--- src/rtl/pipe_io_bank.sv ---
// rtl/pipe_io_bank.sv - MEM-stage I/O bank: output regs, synced inputs, sticky change flags, irq
module pipe_io_bank #(
  parameter int DATA_W  = 32,
  parameter int NUM_OUT = 3,
  parameter int NUM_IN  = 2
) (
  input  logic                      clock,
  input  logic                      reset,
  input  logic                      io_we,
  input  logic                      io_re,
  input  logic [5:0]                io_addr,
  input  logic [DATA_W-1:0]         io_wdata,
  input  logic [NUM_IN*DATA_W-1:0]  in_port,
  output logic [NUM_OUT*DATA_W-1:0] out_port,
  output logic [DATA_W-1:0]         io_rdata,
  output logic                      io_rvalid,
  output logic                      irq
);

  if (NUM_OUT < 1 || NUM_OUT > 8) begin : g_bad_num_out
    $error("pipe_io_bank: NUM_OUT must be 1..8");
  end
  if (NUM_IN < 1 || NUM_IN > 8) begin : g_bad_num_in
    $error("pipe_io_bank: NUM_IN must be 1..8");
  end

  localparam logic [3:0] IDX_MASK   = 4'd13;
  localparam logic [3:0] IDX_STATUS = 4'd14;

  logic [3:0]        idx;
  logic              unused_addr_lsb;
  logic [DATA_W-1:0] out_reg [NUM_OUT];
  logic [DATA_W-1:0] s1      [NUM_IN];
  logic [DATA_W-1:0] in_sync [NUM_IN];
  logic [DATA_W-1:0] prev    [NUM_IN];
  logic [NUM_IN-1:0] mask;
  logic [NUM_IN-1:0] status;
  logic [1:0]        wup;
  logic              armed;

  logic [NUM_IN-1:0] chg;
  logic [NUM_IN-1:0] clr;
  logic [NUM_IN-1:0] status_next;
  logic [NUM_IN-1:0] mask_next;
  logic [DATA_W-1:0] rd_data;

  assign idx             = io_addr[5:2];
  assign unused_addr_lsb = ^io_addr[1:0];
  assign armed           = (wup == 2'd3);

  for (genvar g = 0; g < NUM_OUT; g++) begin : g_out
    assign out_port[g*DATA_W +: DATA_W] = out_reg[g];
  end

  always_comb begin
    chg = '0;
    for (int i = 0; i < NUM_IN; i++) begin
      chg[i] = (in_sync[i] != prev[i]) && armed;
    end
    clr         = (io_we && idx == IDX_STATUS) ? io_wdata[NUM_IN-1:0] : '0;
    status_next = (status & ~clr) | chg;
    mask_next   = (io_we && idx == IDX_MASK) ? io_wdata[NUM_IN-1:0] : mask;
  end

  // Read mux sees pre-write state, giving read-before-write on same-cycle access
  always_comb begin
    rd_data = '0;
    for (int i = 0; i < NUM_OUT; i++) begin
      if (idx == 4'(i)) rd_data = out_reg[i];
    end
    for (int i = 0; i < NUM_IN; i++) begin
      if (idx == 4'(8 + i)) rd_data = in_sync[i];
    end
    if (idx == IDX_MASK)   rd_data[NUM_IN-1:0] = mask;
    if (idx == IDX_STATUS) rd_data[NUM_IN-1:0] = status;
  end

  always_ff @(posedge clock) begin
    if (reset) begin
      for (int i = 0; i < NUM_OUT; i++) out_reg[i] <= '0;
      for (int i = 0; i < NUM_IN; i++) begin
        s1[i]      <= '0;
        in_sync[i] <= '0;
        prev[i]    <= '0;
      end
      mask      <= '0;
      status    <= '0;
      wup       <= '0;
      io_rdata  <= '0;
      io_rvalid <= 1'b0;
      irq       <= 1'b0;
    end else begin
      for (int i = 0; i < NUM_OUT; i++) begin
        if (io_we && idx == 4'(i)) out_reg[i] <= io_wdata;
      end
      for (int i = 0; i < NUM_IN; i++) begin
        s1[i]      <= in_port[i*DATA_W +: DATA_W];
        in_sync[i] <= s1[i];
        prev[i]    <= in_sync[i];
      end
      if (!armed) wup <= wup + 2'd1;
      mask   <= mask_next;
      status <= status_next;
      // Newly set bits reach irq one edge after status; clears and mask writes act at once
      irq    <= |(status & status_next & mask_next);
      io_rvalid <= io_re;
      if (io_re) io_rdata <= rd_data;
    end
  end

endmodule

--- config.mk ---
export PLATFORM = sky130hd
export DESIGN_NAME = pipe_io_bank
export DESIGN_NICKNAME = d
export VERILOG_FILES = /design/src/rtl/pipe_io_bank.sv
export SDC_FILE = /design/constraint.sdc
export NUM_CORES = 1
export LEC_CHECK = 0
export CORE_MARGIN = 1.5
export CORE_UTILIZATION = 55
export CTS_CLUSTER_DIAMETER = 120
export CTS_CLUSTER_SIZE = 12
export DETAILED_ROUTE_END_ITERATION = 10
export GPL_ROUTABILITY_DRIVEN = 0
export PLACE_DENSITY = 0.89
export SLEW_MARGIN = 20
export SYNTH_ARGS = -nofsm -noshare
export SYNTH_HDL_FRONTEND = slang
export SYNTH_SLANG_ARGS = --single-unit
--- constraint.sdc ---
create_clock -name clock -period 6.3 [get_ports clock]
set_clock_uncertainty 0.15 [all_clocks]
set_input_delay 1.26 -clock clock [delete_from_list [all_inputs] [get_ports clock]]
set_output_delay 1.26 -clock clock [all_outputs]
set_load 0.05 [all_outputs]
==> flow_summary.toml, run 1 <==
[logic_synthesis]
synth-xor-area-share_pct = 5.014
yosysWarningCount = 0
syn_area_per_cell_sq_um = 12.86
synth-compound-area-share_pct = 8.826
syn_area_sq_mm = 0.01135
ys_top_cells_by_area = "dfxtp_1 (41%), edfxtp_1 (25%), nor2b_1 (11%)"
synth_top_family_by_area = "simple AND/OR/NAND/NOR gates"
synth-adder-area-share_pct = 0.1102
ys_seq_area_share_pct = 66.29
muxShareOfSynthArea_pct = 0.7934
syn_nets = 990
synth_top_area_cell = "dfxtp_1"
ys_ff_latch = 328
synthCells = 883
ys_types = 41
yosysTopAreaCellShare_pct = 40.90
synth-simple-area-share_pct = 16.55

[placement]
dp_hpwl_um = 19770
port_buffers = 233
placed_area_sq_mm = 0.01387

[critical_path]
start_kind = "primary input"
slowest_stage = "clkdlybuf4s50_1"
path_common_cell = "buf_4"
worstPathArrival_ns = 4.03
worstPathMaxFanout = 27
max_stage_delay_ns = 1.06
crit_type = "in2reg"
cp_cell_sequence = "clkdlybuf4s50_1 > nor4b_4 > buf_4 > a21o_2 > buf_4"
critPathRequiredTime_ns = 6.42
critPathCaptureType = "flop"

[cts]
root_buffer = "clkbuf_16"
numCtsBuffers = 31
clk_pin_slew_ns = 0.06
cts_hold_buf = 0
clockBufferDepth = 3
cts-resized-gates = 0
clk_latency_ns = 0.56
postCtsSetupRepairBufs = 0
htree_levels = 1
tritoncts = "yes"
numClockSinks = 328

[power]
power_density_mw_per_mm2 = 308.1
fin_total_pwr_mw = 4.533
peakVddDrop_v = 0.0002461
p_leak_nw = 5.602

[sta]
max_slew.worst_pin.slew_ns = 0.9965
finalCritPeriodShare_pct = 62.20
holdWs_ns = 0.2749
setup_viol = 0
slew_headroom_pct = 33.36
rsz0062_at_grt = "no"
slew_violations = 0
hold_viol_final = 0
fmaxAchievable_mhz = 255.2
layout_min_cycle_time_ns = 3.919
tns_ns = 0

[route]
drt-vias-per-instance = 5.556
postRouteAntennaNets = 0
drtIter0Drc = 691
wl_per_cell_um = 20.42
wl_um = 28330
vias = 7706
drt-pass1-iter-count = 9
post-route-drc-count = 0

[floorplanning]
die_w_um = 146.7
dieArea_sq_mm = 0.02152
ios = 236
die_h_um = 146.7
start_util_pct = 56.12
core-area_sq_mm = 0.02023
num_rows = 52

[global_route]
grt_pass1_wl_um = 43040
grt_pass1_vias = 7559
grtUsageTotal_pct = 26.00
grt_max_degree = 98
overflow = 0
antenna_found_initial = 1

[final_layout]
nets = 1210
final_common_cell = "dfxtp_1"
syn2layout_area_growth_pct = 29.59
fin_area_sq_mm = 0.01471
antenna_cells = 0
fill_cells = 1271
largest_reg_flops = 96
layout_common_cells = "dfxtp_1 (232), clkdlybuf4s50_1 (231), nor2b_1 (194)"
drive_gt1_share_pct = 5.282

[worst_hold_path]
hold_class = "reg2reg"

[status]
status = "complete, no violations"

[job]
drv_cap = 0
## report_power, final
| group | leakage (nW) | switching, mW | total [mW] | internal (mW) |
|---|---|---|---|---|
| Clock | 0.408 | 0.726 | 1.62 | 0.897 |
| Combinational | 2.37 | 0.340 | 0.557 | 0.217 |
| Sequential | 2.83 | 0.0716 | 2.35 | 2.28 |
## final cells by class
type / instances / area, sq um / share of cell area (%)
Inverter: 2 / 7.507 / 0.05102
Clock buffer: 45 / 828.3 / 5.629
Sequential cell: 328 / 7527 / 51.16
Timing Repair Buffer: 244 / 2421 / 16.45
Tap cell: 270 / 337.8 / 2.296
Clock inverter: 2 / 17.52 / 0.1190
Multi-Input combinational cell: 496 / 3575 / 24.29
## cell families after synthesis
logic type	after synthesis
flip-flops	328
AO/OA/AOI/OAI	121
buffers and inverters	59
multiplexers	9
XOR/XNOR	65
AND/OR/NAND/NOR	300
adder cells (fa/ha/maj)	1
## routing by layer
| metal | vias to the layer above | routed length [um] | global-route usage, % |
|---|---|---|---|
| met2 | 349 | 14560 | 46.51 |
| met1 | 3750 | 10480 | 30.64 |
| met5 | - | 13 | 0 |
| met4 | 2 | 956 | 8.990 |
| li1 | 3545 | - | - |
| met3 | 60 | 2319 | 5.906 |
## synthesized netlist by cell type (all sizes together)
| cell type | n |
|---|---|
| a21o | 3 |
| a21oi | 11 |
| a221o | 4 |
| a222oi | 26 |
| a22o | 2 |
| a22oi | 27 |
| a311oi | 26 |
| and2 | 33 |
| buf | 19 |
| clkbuf | 38 |
| dfxtp | 232 |
| edfxtp | 96 |
| ha | 1 |
| inv | 2 |
| mux2i | 9 |
| nand2 | 3 |
| nand2b | 7 |
| nand3 | 1 |
| nand3b | 3 |
| nand4 | 6 |
| nand4b | 3 |
| nor2 | 29 |
| nor2b | 194 |
| nor3 | 1 |
| nor3b | 1 |
| nor4 | 17 |
| nor4b | 2 |
| o2111ai | 1 |
| o211ai | 7 |
| o21ai | 6 |
| o2bb2ai | 6 |
| o311ai | 2 |
| xor2 | 65 |
## final timing paths
path | from | endpoint | slack (ns) | depth (start not counted)
max reg2reg | in_sync[0][17]$_SDFF_PP0_ | irq$_SDFF_PP0_ | 4.30 | 5
min reg2reg | s1[0][23]$_SDFF_PP0_ | in_sync[0][23]$_SDFF_PP0_ | 0.27 | 1
min | s1[0][23]$_SDFF_PP0_ | in_sync[0][23]$_SDFF_PP0_ | 0.27 | 1
max | io_addr[3] | out_reg[0][75]$_DFFE_PP_ | 2.38 | 5
## stage by stage
step / worst slack (ns) / util, % / instances
2_1_floorplan: 2.947 / - / 883
3_3_place_gp: 1.526 / 68.44 / 1339
3_5_place_dp: 1.803 / 68.53 / 1340
4_1_cts: 2.354 / 72.71 / 1387
5_1_grt: 2.265 / 72.72 / 1387
6_report: 2.381 / 72.72 / 1387
## worst max-delay path, delay by kind of cell
kind	cells	cell delay, ns
AOI/OAI and AO/OA	1	0.69
buffers and inverters	3	1.74
and+or+nand+nor	1	0.33
(Power assumes the default switching activity.)
==> inputs of run 2 (changes only) <==
--- a/config.mk
+++ b/config.mk
@@ -6,12 +6,12 @@
 export NUM_CORES = 1
 export LEC_CHECK = 0
 export CORE_MARGIN = 1.5
-export CORE_UTILIZATION = 55
+export CORE_UTILIZATION = 46
 export CTS_CLUSTER_DIAMETER = 120
 export CTS_CLUSTER_SIZE = 12
 export DETAILED_ROUTE_END_ITERATION = 10
 export GPL_ROUTABILITY_DRIVEN = 0
-export PLACE_DENSITY = 0.89
+export PLACE_DENSITY = 0.8
 export SLEW_MARGIN = 20
 export SYNTH_ARGS = -nofsm -noshare
 export SYNTH_HDL_FRONTEND = slang
==> constraint.sdc (replaced) <==
create_clock -name clock -period 3.2 [get_ports clock]
set_clock_uncertainty 0.15 [all_clocks]
set_input_delay 0.64 -clock clock [delete_from_list [all_inputs] [get_ports clock]]
set_output_delay 0.64 -clock clock [all_outputs]
set_load 0.05 [all_outputs]
==> flow_summary.toml, run 2 (same netlist as run 1, synthesis figures left out) <==
[cts]
numClockSinks = 328
root_buffer = "clkbuf_16"
clockBufferDepth = 3
htree_levels = 1
cts-resized-gates = 0
postCtsSetupRepairBufs = 0
tritoncts = "yes"
numCtsBuffers = 31
cts_hold_buf = 0
clk_latency_ns = 0.56
clk_pin_slew_ns = 0.06

[critical_path]
critPathCaptureType = "primary output"
worstPathArrival_ns = 1.81
max_stage_delay_ns = 0.86
rr_worst_depth = 5
crit_cells = 1
slowest_stage = "clkdlybuf4s50_1"
start_kind = "flop"
critPathRequiredTime_ns = 2.41
crit_buf_inv = 1
worstPathMaxFanout = 2
crit_type = "reg2out"
path_delay_family = "buffers and inverters"
cp_cell_sequence = "clkdlybuf4s50_1"

[power]
peakVddDrop_v = 0.0004683
power_density_mw_per_mm2 = 599.0
p_leak_nw = 5.672
fin_total_pwr_mw = 8.933

[global_route]
grtUsageTotal_pct = 22.48
antenna_found_initial = 1
grt_max_degree = 133
grt_pass1_vias = 7529
overflow = 0
grt_pass1_wl_um = 44030

[final_layout]
layout_common_cells = "dfxtp_1 (232), clkdlybuf4s50_1 (231), nor2b_1 (194)"
nets = 1220
final_common_cell = "dfxtp_1"
syn2layout_area_growth_pct = 31.33
fill_cells = 1878
largest_reg_flops = 96
drive_gt1_share_pct = 5.956
antenna_cells = 0

[sta]
finalCritPeriodShare_pct = 81.25
slew_violations = 0
layout_min_cycle_time_ns = 2.600
tns_ns = 0
fmaxAchievable_mhz = 384.6
slew_headroom_pct = 60.72
rsz0062_at_grt = "no"
max_slew.worst_pin.slew_ns = 0.5873
hold_viol_final = 0
setup_viol = 0

[worst_hold_path]
min_path_cells = 1
hold_class = "reg2reg"

[floorplanning]
ios = 236
core-area_sq_mm = 0.02425
dieArea_sq_mm = 0.02564
die_h_um = 160.1
num_rows = 57
die_w_um = 160.1
start_util_pct = 46.83

[route]
vias = 7531
wl_um = 28720
drtIter0Drc = 569
wl_per_cell_um = 19.82
drt-pass1-iter-count = 6
drt-vias-per-instance = 5.197
postRouteAntennaNets = 0
post-route-drc-count = 0

[job]
drv_cap = 0

[placement]
dp_hpwl_um = 20310
port_buffers = 233

[status]
status = "complete, no violations"
run 2: path summary, 6_finish.rpt:
check	end	slack, ns	from
setup / recovery	out_port[52]	0.60	out_reg[0][52]$_DFFE_PP_
hold / removal	in_sync[0][27]$_SDFF_PP0_	0.28	s1[0][27]$_SDFF_PP0_
setup reg to reg	irq$_SDFF_PP0_	1.24	in_sync[0][27]$_SDFF_PP0_
hold reg to reg	in_sync[0][27]$_SDFF_PP0_	0.28	s1[0][27]$_SDFF_PP0_
run 2: layer usage:
| metal | routed length, um | global-route usage, % |
|---|---|---|
| met5 | 17 | 0 |
| met4 | 1231 | 9.643 |
| met3 | 1928 | 4.987 |
| met2 | 14560 | 39.53 |
| met1 | 10990 | 26.39 |
run 2: cell type report:
class                   count  area (sq um)  share of cell area [%]
flip-flops and latches    328          7527                   50.48
multi-input cells         496          3572                   23.96
repair buffers            254          2561                   17.18
clock buffers              43         820.8                   5.504
well taps                 324         405.4                   2.719
clock inverters             2         17.52                  0.1175
inverters                   2         7.507                 0.05034
run 2: per-stage QoR:
step	cells	setup WS [ns]	util [%]	hold WS [ns]	area, sq um
after detailed placement	1404	0.3251	58.04	0.2739	14070
after global routing	1449	0.5654	61.50	0.2954	14910
after CTS	1449	0.5706	61.50	0.2822	14910
after global placement	1404	0.3920	58.04	0.2667	14070
final	1449	0.6001	61.50	0.2794	14910
after floorplan	883	0.4670	-	0.2638	11350
run 2: report_power, final:
part	total (mW)	internal (mW)	switching [mW]
registers	4.63	4.49	0.139
logic	1.11	0.441	0.671
clock network	3.19	1.76	1.44
